<file path="config.mk">
export PLATFORM = sky130hd
export DESIGN_NAME = led_frame_scheduler
export DESIGN_NICKNAME = d
export VERILOG_FILES = /design/src/rtl/led_frame_scheduler.sv
export SDC_FILE = /design/constraint.sdc
export NUM_CORES = 1
export LEC_CHECK = 0
export CAP_MARGIN = 20
export CORE_MARGIN = 3
export CORE_UTILIZATION = 40
export CTS_CLUSTER_DIAMETER = 50
export DETAILED_ROUTE_END_ITERATION = 8
export PLACE_DENSITY = 0.78
export SETUP_SLACK_MARGIN = 0.4
export SLEW_MARGIN = 15
export SYNTH_ARGS = -nofsm -noshare
export SYNTH_HDL_FRONTEND = slang
export SYNTH_SLANG_ARGS = --single-unit
</file>
<file path="constraint.sdc">
create_clock -name i_CLK -period 2.8 [get_ports i_CLK]
set_input_delay 0.56 -clock i_CLK [delete_from_list [all_inputs] [get_ports i_CLK]]
set_output_delay 0.56 -clock i_CLK [all_outputs]
set_load 0.02 [all_outputs]
</file>
<file path="src/rtl/led_frame_scheduler.sv">
// LED frame scheduler: arbitrates three display sources round-robin,
// serialises the winning 16-bit word onto an LED shift chain, strobes the
// chain latch, then enforces a fixed idle gap before the next frame.
//
// state | meaning
// ------+-----------------------------------------------------------
// IDLE  | no frame in flight; arbitrate whenever any request is set
// SHIFT | 16 cycles shifting the captured word out (bits 8..15, 0..7)
// LATCH | one cycle of latch strobe (low) and ack to the owner
// HOLD  | HOLD_CYCLES quiet cycles before arbitration resumes
module led_frame_scheduler #(
  parameter int HOLD_CYCLES = 16
) (
  input  logic        i_CLK,
  input  logic        i_RESET,
  input  logic [2:0]  i_Req,
  input  logic [15:0] i_Data0,
  input  logic [15:0] i_Data1,
  input  logic [15:0] i_Data2,
  output logic [2:0]  o_Grant,
  output logic [2:0]  o_Ack,
  output logic        o_Busy,
  output logic        o_LEDData,
  output logic        o_LEDShift,
  output logic        o_LEDLatch
);

  typedef enum logic [1:0] {
    S_IDLE  = 2'd0,
    S_SHIFT = 2'd1,
    S_LATCH = 2'd2,
    S_HOLD  = 2'd3
  } state_t;

  // Last HOLD count value; unused when the hold gap is disabled.
  localparam logic [7:0] HOLD_LAST = (HOLD_CYCLES == 0) ? 8'd0 : 8'(HOLD_CYCLES - 1);
  localparam bit         HOLD_EN   = (HOLD_CYCLES != 0);

  state_t      state_q, state_d;
  logic [3:0]  pos_q, pos_d;
  logic [7:0]  hold_q, hold_d;
  logic [15:0] shadow_q, shadow_d;
  logic [1:0]  owner_q, owner_d;
  logic [1:0]  ptr_q, ptr_d;

  logic [2:0]  grant_q, grant_d;
  logic [2:0]  ack_q, ack_d;
  logic        busy_q, busy_d;
  logic        led_data_q, led_data_d;
  logic        led_shift_q, led_shift_d;
  logic        led_latch_q, led_latch_d;

  logic [1:0]  pick;
  logic [15:0] pick_data;

  // Round-robin: search starts at ptr and wraps 2 -> 0.
  function automatic logic [1:0] rr_pick(input logic [2:0] req, input logic [1:0] ptr);
    logic [1:0] sel;
    sel = 2'd0;
    case (ptr)
      2'd1:    sel = req[1] ? 2'd1 : (req[2] ? 2'd2 : 2'd0);
      2'd2:    sel = req[2] ? 2'd2 : (req[0] ? 2'd0 : 2'd1);
      default: sel = req[0] ? 2'd0 : (req[1] ? 2'd1 : 2'd2);
    endcase
    return sel;
  endfunction

  function automatic logic [1:0] rr_next(input logic [1:0] idx);
    return (idx == 2'd2) ? 2'd0 : idx + 2'd1;
  endfunction

  function automatic logic [2:0] one_hot(input logic [1:0] idx);
    return 3'b001 << idx;
  endfunction

  // Arbitration winner and its display word.
  always_comb begin
    pick      = rr_pick(i_Req, ptr_q);
    pick_data = i_Data0;
    case (pick)
      2'd1:    pick_data = i_Data1;
      2'd2:    pick_data = i_Data2;
      default: pick_data = i_Data0;
    endcase
  end

  // Next-state logic for the frame sequencer and its counters.
  always_comb begin
    state_d  = state_q;
    pos_d    = pos_q;
    hold_d   = hold_q;
    shadow_d = shadow_q;
    owner_d  = owner_q;
    ptr_d    = ptr_q;
    case (state_q)
      S_IDLE: begin
        if (|i_Req) begin
          state_d  = S_SHIFT;
          pos_d    = 4'd0;
          shadow_d = pick_data;
          owner_d  = pick;
          ptr_d    = rr_next(pick);
        end
      end
      S_SHIFT: begin
        if (pos_q == 4'd15) begin
          state_d = S_LATCH;
        end else begin
          pos_d = pos_q + 4'd1;
        end
      end
      S_LATCH: begin
        if (HOLD_EN) begin
          state_d = S_HOLD;
          hold_d  = 8'd0;
        end else begin
          state_d = S_IDLE;
        end
      end
      S_HOLD: begin
        if (hold_q == HOLD_LAST) begin
          state_d = S_IDLE;
        end else begin
          hold_d = hold_q + 8'd1;
        end
      end
      default: state_d = S_IDLE;
    endcase
  end

  // Output values for the coming cycle, derived from the next state so the
  // registered outputs line up with the state they describe.
  always_comb begin
    grant_d     = 3'b000;
    ack_d       = 3'b000;
    busy_d      = (state_d != S_IDLE);
    led_data_d  = 1'b0;
    led_shift_d = 1'b0;
    led_latch_d = 1'b1;
    case (state_d)
      S_SHIFT: begin
        grant_d     = one_hot(owner_d);
        led_shift_d = 1'b1;
        // pos XOR 8 sends the upper byte first, then the lower byte.
        led_data_d  = shadow_d[pos_d ^ 4'd8];
      end
      S_LATCH: begin
        grant_d     = one_hot(owner_d);
        ack_d       = one_hot(owner_d);
        led_latch_d = 1'b0;
      end
      default: ;
    endcase
  end

  // Sequencer state and datapath registers.
  always_ff @(posedge i_CLK or posedge i_RESET) begin
    if (i_RESET) begin
      state_q  <= S_IDLE;
      pos_q    <= 4'd0;
      hold_q   <= 8'd0;
      shadow_q <= 16'd0;
      owner_q  <= 2'd0;
      ptr_q    <= 2'd0;
    end else begin
      state_q  <= state_d;
      pos_q    <= pos_d;
      hold_q   <= hold_d;
      shadow_q <= shadow_d;
      owner_q  <= owner_d;
      ptr_q    <= ptr_d;
    end
  end

  // Output registers; reset forces the idle, latch-inactive pattern.
  always_ff @(posedge i_CLK or posedge i_RESET) begin
    if (i_RESET) begin
      grant_q     <= 3'b000;
      ack_q       <= 3'b000;
      busy_q      <= 1'b0;
      led_data_q  <= 1'b0;
      led_shift_q <= 1'b0;
      led_latch_q <= 1'b1;
    end else begin
      grant_q     <= grant_d;
      ack_q       <= ack_d;
      busy_q      <= busy_d;
      led_data_q  <= led_data_d;
      led_shift_q <= led_shift_d;
      led_latch_q <= led_latch_d;
    end
  end

  assign o_Grant    = grant_q;
  assign o_Ack      = ack_q;
  assign o_Busy     = busy_q;
  assign o_LEDData  = led_data_q;
  assign o_LEDShift = led_shift_q;
  assign o_LEDLatch = led_latch_q;

endmodule

</file>
# [Word-level counts from Yosys, hierarchy flattened]
# Cells that the tools add are included.
[op_classes] addsub=3 magnitude_cmp=1 eq_ne=12 shifts=1 mux=29 bitwise=1 n_reduce_logical=7
[ops] operator="$mux W16" count=2
[ops] operator="$pmux W16 S2" count=1
[ops] operator="$mux W2" count=11
[ops] operator="$pmux W8 S2" count=1
[ops] operator="$eq A2 B2 Y1 const B" count=5
[ops] operator="$add A8 B1 Y8 const B" count=1
[ops] operator="$eq A2 B1 Y1 const B" count=4
[ops] operator="$eq A8 B4 Y1 const B" count=1
[ops] operator="$mux W4" count=2
[ops] operator="$mux W8" count=1
[ops] operator="$pmux W2 S4" count=1
[ops] operator="$pmux W4 S2" count=1
[ops] operator="$mux W3" count=2
[ops] operator="$lt A4 B5 Y1 const B" count=1
[ops] operator="$mux W1" count=5
[ops] operator="$add A4 B1 Y4 const B" count=1
[ops] operator="$bmux W1 S4" count=1
[ops] operator="$eq A4 B4 Y1 const B" count=1
[ops] operator="$pmux W2 S2" count=1
[ops] operator="$reduce_and A2 Y1" count=2
[ops] operator="$reduce_bool A2 Y1" count=2
[ops] operator="$reduce_or A3 Y1" count=1
[ops] operator="$shl A1 B2 Y3 const A" count=1
[ops] operator="$add A2 B1 Y2 const B" count=1
[ops] operator="4 further kinds" count=4
[word_totals] ff_bits=44 in_bits=53 out_inout_bits=10 word_cells=66

# [Longest topological paths before layout]
[logic_depth] word_depth=10 mapped_depth=14 ltp_nobuf=13

# [Least setup slack after synthesis]
# Ideal clock, no wire load.
[synth_timing] path_type="reg2reg" startpoint="reg hold_q[0]" endpoint="reg led_data_q (netlist: o_LEDData)" setup_time_ps=96 t_arrival_ps=2512 required_ps=2704 path_slack_ps=193 path_stages_with_launch=11 n_path_buf=0 period_less_slack_ps=2607 cell_sequence="dfrtp_1 ha_1 nand3_1 or4_1 o31ai_4 a21boi_0 ha_1 o21ai_0 nor4_1 a311oi_1 nor4_2"
[synth_via] elab_chain_cells=5
[synth_lines] item="from (decl)" line_no="41" rtl="logic [7:0] hold_q, hold_d;"
[synth_lines] item="from (signal assigned)" line_no="168" rtl="hold_q <= hold_d;"
[synth_lines] item="$eq A8 B4 Y1" line_no="121" rtl="if (hold_q == HOLD_LAST) begin"
[synth_lines] item="$mux W2" line_no="121"
[synth_lines] item="$pmux W2 S4" line_no="95" rtl="case (state_q)"
[synth_lines] item="$eq A2 B1 Y1" line_no="140" rtl="case (state_d)"
[synth_lines] item="$mux W1" line_no="140"
[synth_lines] item="named net led_data_d" line_no="49" rtl="logic led_data_q, led_data_d;"
[synth_lines] item="to (signal assigned)" line_no="188" rtl="led_data_q <= led_data_d;"
[synth_lines] item="to (decl)" line_no="49"
# The timed path passes the listed nets, and every way through them passes these cells.
# A chain may end at the register's enable or synchronous reset.

# [Worst setup path in the final report]
[layout_timing] startpoint="reg ptr_q[1]" endpoint="reg led_data_q (netlist: o_LEDData)"
[layout_via] elab_chain_cells=9 elab_cells_between_ends=11 cone_classes="eq/ne: 4; mux: 7"
[layout_lines] item="from (decl)" line_no="44" rtl="logic [1:0] ptr_q, ptr_d;"
[layout_lines] item="from (signal assigned)" line_no="171" rtl="ptr_q <= ptr_d;"
[layout_lines] item="$eq A2 B2 Y1 / $eq A2 B1 Y1 (equally long branches)" line_no="60" rtl="case (ptr)"
[layout_lines] item="$pmux W2 S2 *" line_no="60"
[layout_lines] item="$eq A2 B2 Y1 / $eq A2 B1 Y1 (equally long branches)" line_no="80" rtl="case (pick)"
[layout_lines] item="$pmux W16 S2 *" line_no="80"
[layout_lines] item="$mux W16 *" line_no="97" rtl="if (|i_Req) begin"
[layout_lines] item="$mux W16 *" line_no="95"
[layout_lines] item="$bmux W1 S4 *" line_no="145" rtl="led_data_d = shadow_d[pos_d ^ 4'd8];"
[layout_lines] item="$mux W1 (implied by the code) *" line_no="145"
[layout_lines] item="$mux W1 *" line_no="140"
[layout_lines] item="named net led_data_d" line_no="49"
# The timed path passes the listed nets; every way through them passes the cells marked *. The select of a mux whose other input is x is not followed.

==> qor.yml <==
worstMarginPinSlew_ps: 550
worstRegToRegCells: 12
ctsHoldBuffers: 0
syn_to_final_growth_pct: 44.4
async_flop_share_pct: 100
avgRoutedWirePerCell_um: 13.8
setup.worst_path.end: "o_LEDData"
antenna_found_initial: 0
cts_max_level: 2
cpPeakStageDelay_ps: 420
cp.arrival_ps: 2730
synth_top_cell_by_area: "dfrtp_1"
p_sw_share_pct: 42.2
ioPinCount: 63
grt-ovfl-total: 0
setup_tns_ps: 0
reg2reg_slack_ps: 280
synth_area_leaders: "dfrtp_1 (42%), o21ai_0 (8.6%), nand2_1 (6.5%)"
synth_edf_count: 0
ys_ff_latch: 44
syn-num-nets: 347
finish.utilization_pct: 60.8
grt_first_pass_wirelength_um: 9800
synth.distinct_cells: 55
io_buffers: 62
dp_cells: 421
insertion_delay_ps: 300
critical_path.cell_chain: "ha_4 -> nor2b_4 -> a21oi_2 -> o22ai_2 -> inv_2 -> ha_1 -> nor2_1 -> a21oi_2 -> o21ai_2 -> nor4_1 -> a311oi_1 -> nor4_2"
viasPerCell: 5.30
cts_tree: "done"
seqPwrFrac_pct: 27.1
dieWidth_um: 85.9
worst_setup_path_end_kind: "flip-flop"
required_ps: 3010
p_total_mw: 4.05
layout-drive-gt1-share_pct: 20.7
r2r_end: "o_LEDData"
cts_buffers: 5
r2r-start: "ptr_q[1]"
fin_crit_sh_pct: 90.0
status: "finished, final reports clean"
dr.pass1.iters: 5
start_util_pct: 42.1
cts_buffer_depth: 2
clock_skew_ps: 5.76
fmaxAchievable_mhz: 397
synthTopCellsByCount: "nand2_1 (44), o21ai_0 (44), dfrtp_1 (43), a22oi_1 (17), inv_1 (15)"
rsz0062_at_grt: "true"
crit_fanout: 5
critPathLaunch: "ptr_q[1]"
grt_max_degree: 45
final.setup.worst_slack_ps: 280
internal_power_mw: 2.34
layout.nets: 430
worstSetupPathType: "flip-flop to flip-flop"
critPathLaunchType: "flip-flop"
grt_usage_pct: 16.5
clk_pin_slew_worst_paths_ps: 90
critical_path.top_delay_family: "simple AND/OR/NAND/NOR gates"
placementRows: 28
route.detailed.drc: 0
p_sw_mw: 1.71
synth_flop_cell: "dfrtp_1"
hold_viol_final: 0
synth-seq-area-share_pct: 43.2
dp_slack_ps: -126
die-area_um2: 7380
slowest_stage: "dfrtp_1"
synth_cells: 283
clock_sinks: 44
synth_warnings: 0
final_antenna_net_count: 0
hp-class: "flip-flop to flip-flop"
final_max_slew_viol_count: 0
p_leak_nw: 1.56
min_period_ps: 2520
setup_violations: 0
routed_wl_um: 6100
die_y_um: 85.9
gp_congestion: 0.863
grt_pass1_vias: 2230
path_depth: 12
ir_drop_uv: 596
synth.avg_cell_area_um2: 9.02
place_hpwl_um: 4440
synth_top_area_share_pct: 42.2
p_clk_share_pct: 12.8
vias: 2344
netlist_area_um2: 2550
worst-path-buf-inv: 1
core_um2: 6060
stdcell_count: 442
drt_iter0_drc: 199
cap_violations: 0
cp_common_cell: "a21oi_2"
antennaDiodeCount: 0
p_per_area_nw_per_um2: 1100
slew_headroom_pct: 63.4
cts-root-buf: "clkbuf_8"
combinationalPowerShare_pct: 60.1
## registers in the layout (all words and copies together) (netlist names), 2 cells and up
signal	count
o_Grant	3
owner_q	2
ptr_q	2
o_Ack	3
hold_q	8
state_q	2
shadow_q	16
pos_q	4
## area by class of cell
type / instances / area (um2)
multi-input combinational: 208 / 1470
fill: 477 / 2380
clock inverter: 2 / 38.8
inverter: 16 / 60.1
clock buffer: 6 / 82.6
timing repair buffer: 91 / 841
sequential: 44 / 1100
tap: 75 / 93.8
## per-stage QoR
stage	cell area [um2]	hold WS [ps]
2_1_floorplan	2580	444
3_3_place_gp	3350	457
3_5_place_dp	3350	469
4_1_cts	3600	492
5_1_grt	3680	516
6_report	3680	488
## cells by family (layout without fill, tap and decap cells)
kind of cell               after synthesis  in the layout  synth area share [%]
xor gates and xnor gates                 1              1                 0.343
buffers and inverters                   31            115                  4.95
AOI/OAI and AO/OA                       92             92                  23.5
DFF                                     44             44                  43.2
adders and majority gates               11             11                  5.39
muxes                                    6              6                  3.04
and+or+nand+nor                         98             98                  19.6
## routing by layer
| metal | global-route usage, % | up-vias | share of wire [%] |
|---|---|---|---|
| li1 | - | 1172 | - |
| met1 | 20.1 | 1084 | 42 |
| met2 | 28.8 | 77 | 50 |
| met3 | 3.17 | 11 | 5.2 |
| met4 | 6.04 | 0 | 2.1 |
| met5 | 0 | - | 0 |
## what timing repair did
action / in CTS / in global routing
setup buffers: 9 / 4
endpoints found under the setup margin: 1 / 17
pin swaps: 9 / 12
gates resized for setup: 13 / 12
## placed cells by master, fill, tap and decap left out, types with 2 or more instances in the layout
cell type / n
o21ai_0: 43
nor4_1: 2
nor2b_1: 2
dfrtp_1: 43
clkbuf_8: 6
nor3_4: 2
or3_1: 2
clkdlybuf4s50_1: 61
and3_1: 2
nor2b_4: 2
and2_1: 4
inv_2: 5
buf_4: 28
a22oi_1: 16
a21oi_2: 3
o22ai_1: 2
inv_1: 11
o21ai_1: 2
nand2b_1: 3
mux2_2: 4
ha_4: 5
a21oi_1: 5
nor2_1: 8
nand3_1: 9
nor3_1: 7
nand2_1: 44
ha_1: 6
## how the worst min path moves through the flow
stage	start	endpoint	slack, ps	cells past startpoint
after global routing	shadow_q[6]	shadow_q[6]	520	2
after detailed placement	shadow_q[6]	shadow_q[6]	470	2
after floorplan	shadow_q[5]	shadow_q[5]	440	2
after global placement	shadow_q[7]	shadow_q[7]	460	2
after CTS	shadow_q[10]	shadow_q[10]	490	2
final	shadow_q[2]	shadow_q[2]	490	2
## power by group through the flow
stage	clock, mW	sequential [mW]	combinational, mW
after floorplan	0	1.08	1.53
after global placement	0	1.09	2.08
after detailed placement	0	1.10	2.14
after CTS	0.531	1.09	2.29
after global routing	0.557	1.13	2.70
final	0.520	1.09	2.43
## worst reg2reg max path: stages (launching register included)
cell and delay (ps):
dfrtp_1 420, ha_4 330, nor2b_4 160, a21oi_2 40, o22ai_2 210, inv_2 70
ha_1 340, nor2_1 80, a21oi_2 160, o21ai_2 80, nor4_1 190, a311oi_1 100
nor4_2 260
(Power assumes the default switching activity.)
